$ cat config.mk
export PLATFORM = sky130hd
export DESIGN_NAME = flaf_weight_mac_flat
export DESIGN_NICKNAME = d
export VERILOG_FILES = /design/src/rtl/flaf_pkg.sv /design/src/rtl/flaf_weight_mac_if.sv /design/src/rtl/flaf_sat_round.sv /design/src/rtl/flaf_weight_mac.sv /design/src/flat_wrapper.sv
export SDC_FILE = /design/constraint.sdc
export NUM_CORES = 2
export LEC_CHECK = 0
export CAP_MARGIN = 40
export CORE_ASPECT_RATIO = 0.5
export CORE_MARGIN = 2
export CORE_UTILIZATION = 55
export DETAILED_ROUTE_END_ITERATION = 8
export GPL_TIMING_DRIVEN = 0
export PLACE_DENSITY_LB_ADDON = 0.08
export REMOVE_ABC_BUFFERS = 1
export SLEW_MARGIN = 20
export SYNTH_ARGS = -nofsm -noshare
export SYNTH_HDL_FRONTEND = slang
export SYNTH_SLANG_ARGS = --single-unit
$ cat constraint.sdc
create_clock -name clk -period 18.68 [get_ports clk]
set_clock_uncertainty 0.15 [all_clocks]
set_input_delay 3.736 -clock clk [delete_from_list [all_inputs] [get_ports clk]]
set_output_delay 3.736 -clock clk [all_outputs]
set_load 0.1 [all_outputs]
$ cat src/rtl/flaf_pkg.sv
// flaf_pkg: shared constants, derived widths and FSM encoding for the FLAF datapath stages.
package flaf_pkg;
    localparam int DEF_Q_ORD    = 3;
    localparam int DEF_WIDTH    = 16;
    localparam int DEF_QP       = 12;
    localparam int DEF_N_TAPS   = 4;
    localparam int DEF_MU_SHIFT = 2;
    localparam int L            = DEF_N_TAPS * DEF_Q_ORD;

    typedef enum logic [1:0] {IDLE, MAC, ERR, UPD} state_t;

    function automatic int acc_width(input int width, input int n);
        return 2 * width + $clog2(n);
    endfunction

    // Rounded e*phi after the QP+MU_SHIFT shift, with one spare bit so it never clips.
    function automatic int delta_width(input int width, input int qp, input int mu);
        return 2 * width - qp - mu + 1;
    endfunction
endpackage

$ cat src/rtl/flaf_weight_mac_if.sv
// flaf_weight_mac_if: sample-in / result-out bundle of the FLAF weight MAC.
interface flaf_weight_mac_if
    import flaf_pkg::*;
#(
    parameter int Q_ORD = DEF_Q_ORD,
    parameter int WIDTH = DEF_WIDTH
);
    logic [Q_ORD*WIDTH-1:0] phi_packed;
    logic [WIDTH-1:0]       d_in;
    logic                   in_valid;
    logic                   in_ready;
    logic                   adapt_en;
    logic [WIDTH-1:0]       y_out;
    logic [WIDTH-1:0]       e_out;
    logic                   out_valid;

    modport master (
        output phi_packed, d_in, in_valid, adapt_en,
        input  in_ready, y_out, e_out, out_valid
    );
    modport slave (
        input  phi_packed, d_in, in_valid, adapt_en,
        output in_ready, y_out, e_out, out_valid
    );
endinterface

$ cat src/rtl/flaf_sat_round.sv
// flaf_sat_round: signed round-half-up arithmetic right shift by SH, then clamp to OW bits.
module flaf_sat_round #(
    parameter int IW = 32,
    parameter int SH = 0,
    parameter int OW = 16
) (
    input  logic signed [IW-1:0] a,
    output logic signed [OW-1:0] y
);
    localparam logic signed [IW:0] RND  = SH > 0 ? (IW+1)'(1) <<< (SH > 0 ? SH - 1 : 0) : '0;
    localparam logic signed [IW:0] MAXV = {{(IW+2-OW){1'b0}}, {(OW-1){1'b1}}};
    localparam logic signed [IW:0] MINV = {{(IW+2-OW){1'b1}}, {(OW-1){1'b0}}};

    logic signed [IW:0] sh;

    // One guard bit keeps the rounding add from overflowing before the shift.
    assign sh = ((IW+1)'(a) + RND) >>> SH;
    assign y  = sh > MAXV ? MAXV[OW-1:0] : sh < MINV ? MINV[OW-1:0] : sh[OW-1:0];
endmodule

$ cat src/rtl/flaf_weight_mac.sv
// flaf_weight_mac: tapped Phi-feature delay line, time-multiplexed MAC for y = w.phi,
// saturated error e = d - y and a sequential LMS weight update, all on one multiplier.
module flaf_weight_mac
    import flaf_pkg::*;
#(
    parameter int Q_ORD    = DEF_Q_ORD,
    parameter int WIDTH    = DEF_WIDTH,
    parameter int QP       = DEF_QP,
    parameter int N_TAPS   = DEF_N_TAPS,
    parameter int MU_SHIFT = DEF_MU_SHIFT
) (
    input logic clk,
    input logic reset,
    flaf_weight_mac_if.slave bus
);
    localparam int NUM_W   = N_TAPS * Q_ORD;
    localparam int IDX_W   = $clog2(NUM_W);
    localparam int ACC_W   = acc_width(WIDTH, NUM_W);
    localparam int DELTA_W = delta_width(WIDTH, QP, MU_SHIFT);

    state_t                    state, state_nxt;
    logic [IDX_W-1:0]          idx;
    logic signed [WIDTH-1:0]   taps [NUM_W];
    logic signed [WIDTH-1:0]   w [NUM_W];
    logic signed [WIDTH-1:0]   d_q;
    logic                      adapt_q;
    logic signed [ACC_W-1:0]   acc, acc_sum;
    logic signed [WIDTH-1:0]   op_a, op_b, y_sat, e_sat, w_new;
    logic signed [2*WIDTH-1:0] prod;
    logic signed [WIDTH:0]     diff;
    logic signed [DELTA_W-1:0] delta;
    logic signed [DELTA_W:0]   w_sum;
    logic                      accept, last;

    assign accept       = bus.in_valid && state == IDLE;
    assign last         = idx == IDX_W'(NUM_W - 1);
    assign bus.in_ready = state == IDLE;

    // Taps are stored flat: index i holds tap i/Q_ORD, feature i%Q_ORD, so one index drives both phases.
    assign op_a    = state == UPD ? $signed(bus.e_out) : w[idx];
    assign op_b    = taps[idx];
    assign prod    = op_a * op_b;
    assign acc_sum = acc + ACC_W'(prod);
    assign diff    = {d_q[WIDTH-1], d_q} - {y_sat[WIDTH-1], y_sat};
    assign w_sum   = (DELTA_W+1)'(w[idx]) + (DELTA_W+1)'(delta);

    flaf_sat_round #(.IW(ACC_W), .SH(QP), .OW(WIDTH)) u_y (.a(acc_sum), .y(y_sat));
    flaf_sat_round #(.IW(WIDTH+1), .SH(0), .OW(WIDTH)) u_e (.a(diff), .y(e_sat));
    flaf_sat_round #(.IW(2*WIDTH), .SH(QP+MU_SHIFT), .OW(DELTA_W)) u_d (.a(prod), .y(delta));
    flaf_sat_round #(.IW(DELTA_W+1), .SH(0), .OW(WIDTH)) u_w (.a(w_sum), .y(w_new));

    always_comb begin
        state_nxt = state;
        case (state)
            IDLE:    state_nxt = bus.in_valid ? MAC : IDLE;
            MAC:     state_nxt = last ? ERR : MAC;
            ERR:     state_nxt = adapt_q ? UPD : IDLE;
            UPD:     state_nxt = last ? IDLE : UPD;
            default: state_nxt = IDLE;
        endcase
    end

    always_ff @(posedge clk or posedge reset) begin
        if (reset) begin
            state         <= IDLE;
            idx           <= '0;
            acc           <= '0;
            d_q           <= '0;
            adapt_q       <= 1'b0;
            bus.y_out     <= '0;
            bus.e_out     <= '0;
            bus.out_valid <= 1'b0;
            for (int i = 0; i < NUM_W; i++) begin
                taps[i] <= '0;
                w[i]    <= '0;
            end
        end else begin
            state         <= state_nxt;
            bus.out_valid <= state == ERR;
            idx           <= (state == MAC || state == UPD) && !last ? idx + 1'b1 : '0;
            if (accept) begin
                acc     <= '0;
                d_q     <= bus.d_in;
                adapt_q <= bus.adapt_en;
                for (int i = 0; i < Q_ORD; i++)
                    taps[i] <= bus.phi_packed[i*WIDTH +: WIDTH];
                for (int i = Q_ORD; i < NUM_W; i++)
                    taps[i] <= taps[i-Q_ORD];
            end
            if (state == MAC)
                acc <= acc_sum;
            // y and e are taken from the final accumulation at the MAC exit edge.
            if (state == MAC && last) begin
                bus.y_out <= y_sat;
                bus.e_out <= e_sat;
            end
            if (state == UPD)
                w[idx] <= w_new;
        end
    end
endmodule
$ cat src/flat_wrapper.sv
// flat-port wrapper written by rule: the top's interface ports become plain ports
module flaf_weight_mac_flat import flaf_pkg::*;
#(
    parameter int Q_ORD    = DEF_Q_ORD,
    parameter int WIDTH    = DEF_WIDTH,
    parameter int QP       = DEF_QP,
    parameter int N_TAPS   = DEF_N_TAPS,
    parameter int MU_SHIFT = DEF_MU_SHIFT
)
  (clk, reset, bus_phi_packed, bus_d_in, bus_in_valid, bus_adapt_en, bus_in_ready, bus_y_out, bus_e_out, bus_out_valid);
  flaf_weight_mac_if #(.Q_ORD(Q_ORD), .WIDTH(WIDTH)) bus_i ();
  input logic clk;
  input logic reset;
  input wire logic [$bits(bus_i.phi_packed)-1:0] bus_phi_packed;
  input wire logic [$bits(bus_i.d_in)-1:0] bus_d_in;
  input wire logic [$bits(bus_i.in_valid)-1:0] bus_in_valid;
  input wire logic [$bits(bus_i.adapt_en)-1:0] bus_adapt_en;
  output wire logic [$bits(bus_i.in_ready)-1:0] bus_in_ready;
  output wire logic [$bits(bus_i.y_out)-1:0] bus_y_out;
  output wire logic [$bits(bus_i.e_out)-1:0] bus_e_out;
  output wire logic [$bits(bus_i.out_valid)-1:0] bus_out_valid;
  assign bus_i.phi_packed = bus_phi_packed;
  assign bus_i.d_in = bus_d_in;
  assign bus_i.in_valid = bus_in_valid;
  assign bus_i.adapt_en = bus_adapt_en;
  assign bus_in_ready = bus_i.in_ready;
  assign bus_y_out = bus_i.y_out;
  assign bus_e_out = bus_i.e_out;
  assign bus_out_valid = bus_i.out_valid;
  flaf_weight_mac #(.Q_ORD(Q_ORD), .WIDTH(WIDTH), .QP(QP), .N_TAPS(N_TAPS), .MU_SHIFT(MU_SHIFT)) u_core (.clk(clk), .reset(reset), .bus(bus_i));
endmodule
==> impl_metrics.csv <==
group,metric,value,unit
floorplanning,die_w,361,um
worst_setup_path,required,19.04,ns
cts,ctsHoldBuffers,0,
sta,fmax,0.0572,GHz
cts,clk_latency,0.61,ns
layout,area_growth,13.5,%
cts,cts-htree-levels,2,
worst_setup_path,crit_start,"u_core.idx[0]",
sta,drv_slew,0,
place,routabilityCongestion,0.947,
layout,nNetsFinal,3951,
worst_hold_path,min_from,"u_core.w[128]",
sta,fin_crit,17.47,ns
cts,cts_buffer_depth,3,
global_route,grt_use_met1,40.6,%
detailed_routing,remaining_drc_errors,0,
global_route,met2_usage,42.7,%
sta,worst_pin_slew,0.946,ns
place,dpl_worst_slack,1.31,ns
cts,cts_tree,"built",
place,io_buffers,101,
global_route,grt_max_degree,110,
global_route,overflow,0,
run_status,status,"completed",
sta,worst_slack,1.21,ns
cts,cts.sinks,476,
global_route,grt_use_met3,4.23,%
detailed_routing,drt-pass1-iter-count,6,
cts,cts_setup_buffers,0,
sta,slew_headroom,35.9,%
detailed_routing,drt_iter0_markers,1903,
synthesis,ys_ff_latch,476,
cts,cts_root_buf,"clkbuf_16",
worst_setup_path,cp_slowest_cell,"dfrtp_4",
floorplanning,initial_utilization,55.6,%
worst_setup_path,startpoint_type,"flip-flop",
global_route,grt_pass1_wl,142000,um
global_route,grt_antenna_before_repair,1,
synthesis,syn_area_per_cell,10.4,um2
worst_hold_path,hold_path_class,"reg2reg",
global_route,grt.busiest_layer,"met2",
detailed_routing,wirelength,86400,um
detailed_routing,ant_nets,0,
floorplanning,die_h,183,um
worst_setup_path,crit_path_frequent_cell,"fa_1",
job,maxCapViolations,0,
sta,hold_viol,0,
worst_setup_path,arrival,17.83,ns
global_route,first_global_vias,25700,
floorplanning,io_pins,102,
floorplanning,core,63000,um2
floorplanning,die-area,65900,um2
worst_setup_path,endpoint_kind,"flip-flop",
worst_setup_path,r2r_start,"u_core.idx[0]",
global_route,grt_use_total,27.2,%
worst_setup_path,rrSetupSlack,1.21,ns
synthesis,synth_flop_cell,"dfrtp_1",
floorplanning,rows,65,
worst_setup_path,slowest_delay,0.72,ns
cts,post_cts_resized,0,
synthesis,async_flop_share,100,%
worst_setup_path,cp_top_family,"compound AO/OA/AOI/OAI gates",
synthesis,synth_cell_types,94,
detailed_routing,viasPerCell,5.84,
synthesis,synth.cell_area,35100,um2
synthesis,synth_warnings,0,
sta,rsz0062_at_grt,"no",
detailed_routing,via_count,25300,
cts,clkTransAtPathRegs,0.07,ns
worst_setup_path,crit_type,"reg2reg",
sta,period_share,93.5,%
sta,setup_viol_count_final,0,
layout,antennaDiodeCount,0,
synthesis,synth-edff-count,0,
detailed_routing,routedWlPerCell,20.0,um
synthesis,syn_inst,3386,
layout,drive_above_1_share,16.7,%
worst_setup_path,critical_path_buf_inv_count,8,
synthesis,ys_seq_area_share,34.0,%
cts,cts_buffers,44,
worst_setup_path,critPathMaxFanout,26,
place,dp_hpwl,64500,um
## path summary, 6_finish.rpt
| path | to | cells after the start |
|---|---|---|
| worst max register to register | u_core.bus.e_out[7] | 55 |
| worst min-delay path | u_core.w[128] | 2 |
| worst min register to register | u_core.w[128] | 2 |
| worst max-delay path | u_core.bus.e_out[7] | 55 |
| min in group asynchronous | u_core.taps[169] | 2 |
| max in group asynchronous | u_core.acc[4] | 4 |
## layer usage
layer,share of wire [%],vias to the layer above
met4,1.8,0
met2,45,674
li1,-,11600
met5,0,-
met1,47,12900
met3,6.0,136
## tightest hold or removal path: cells and delay by family, from the launching register on
kind	cells	cell delay [ns]
AOI/OAI and AO/OA	1	0.06
DFF	1	0.34
and+or+nand+nor	1	0.04
## synthesized netlist by cell type, drive strengths merged (7+ instances only)
master   number  area share [%]
nor4          8            0.20
inv         354             3.8
o2bb2ai      22            0.55
nand2       419             4.5
mux2i        52             1.5
o21bai       12            0.26
o22ai        33            0.59
nor2        222             2.4
maj3          7            0.20
a211oi       12            0.29
dfrtp       476              34
o21ai       262             3.8
a21oi       126             2.0
nand2b       27            0.48
mux2        223             7.2
a21o         32            0.69
clkbuf      147             1.6
nor2b        36            0.64
o31ai         7            0.15
xnor2        83             2.1
nand4        13            0.23
a31oi        10            0.18
and3         11            0.20
a21boi       11            0.26
nand3        31            0.44
nor3         24            0.36
ha          158             5.6
buf          25            0.39
fa          265              15
a221o         9            0.26
or2          17            0.30
mux4         93             6.0
xor2         46             1.1
and2         23            0.41
o21a         16            0.34
## sequential cells by signal (all words and copies together), names as in the netlist
name	count
u_core.bus.y_out	16
u_core.w	192
u_core.bus.e_out	16
u_core.d_q	16
u_core.adapt_q	1
u_core.taps	192
u_core.idx	4
u_core.acc	36
u_core.state	2
u_core.bus.out_valid	1
## cell families (layout without fill, tap and decap cells)
logic type	after synthesis	count (layout)	synth area share (%)
xor gates and xnor gates	129	129	3.24
DFF	476	476	34.0
and+or+nand+nor	857	857	10.8
muxes	368	368	14.6
buffers and inverters	526	634	5.75
AOI/OAI and AO/OA	600	600	10.7
adders and majority gates	430	430	21.0
## placed cells by master, fill, tap and decap left out, types with 15 or more instances in the layout
| cell | instances |
|---|---|
| dfrtp_1 | 472 |
| nand2_1 | 416 |
| inv_1 | 352 |
| fa_1 | 265 |
| o21ai_0 | 256 |
| mux2_2 | 223 |
| nor2_1 | 221 |
| ha_1 | 158 |
| clkdlybuf4s50_1 | 101 |
| a21oi_1 | 99 |
| mux4_2 | 93 |
| xnor2_1 | 82 |
| xor2_1 | 45 |
| mux2i_1 | 45 |
| buf_8 | 45 |
| clkbuf_16 | 44 |
| nor2b_1 | 36 |
| a21o_1 | 31 |
| nand3_1 | 31 |
| o22ai_1 | 30 |
| nand2b_1 | 26 |
| nor3_1 | 23 |
| and2_1 | 21 |
| a21oi_2 | 21 |
| buf_4 | 19 |
| buf_16 | 18 |
| o21a_1 | 16 |
| o2bb2ai_1 | 16 |
| or2_2 | 15 |
## final cells by class
cell class	instances	area, um2
Inverter	354	1340
Sequential cell	476	11900
Timing Repair Buffer	200	2540
Tap cell	837	1050
Multi-Input combinational cell	2384	21300
Fill cell	5114	23200
Clock inverter	29	444
Clock buffer	51	1170
## metrics by stage
stage               setup TNS (ns)  cell area [um2]  cells  util (%)  hold WS [ns]
floorplan                        0            34400   3214         -         0.295
global placement          -2086.29            36400   4152      57.8         0.306
global route                     0            39800   4331      63.1         0.350
finish                           0            39800   4331      63.1         0.326
detailed placement               0            38200   4250      60.5         0.315
CTS                              0            39800   4330      63.1         0.331
Power is not shown: default switching activity piles up to over one toggle a cycle in this logic, so the estimate is an artifact.
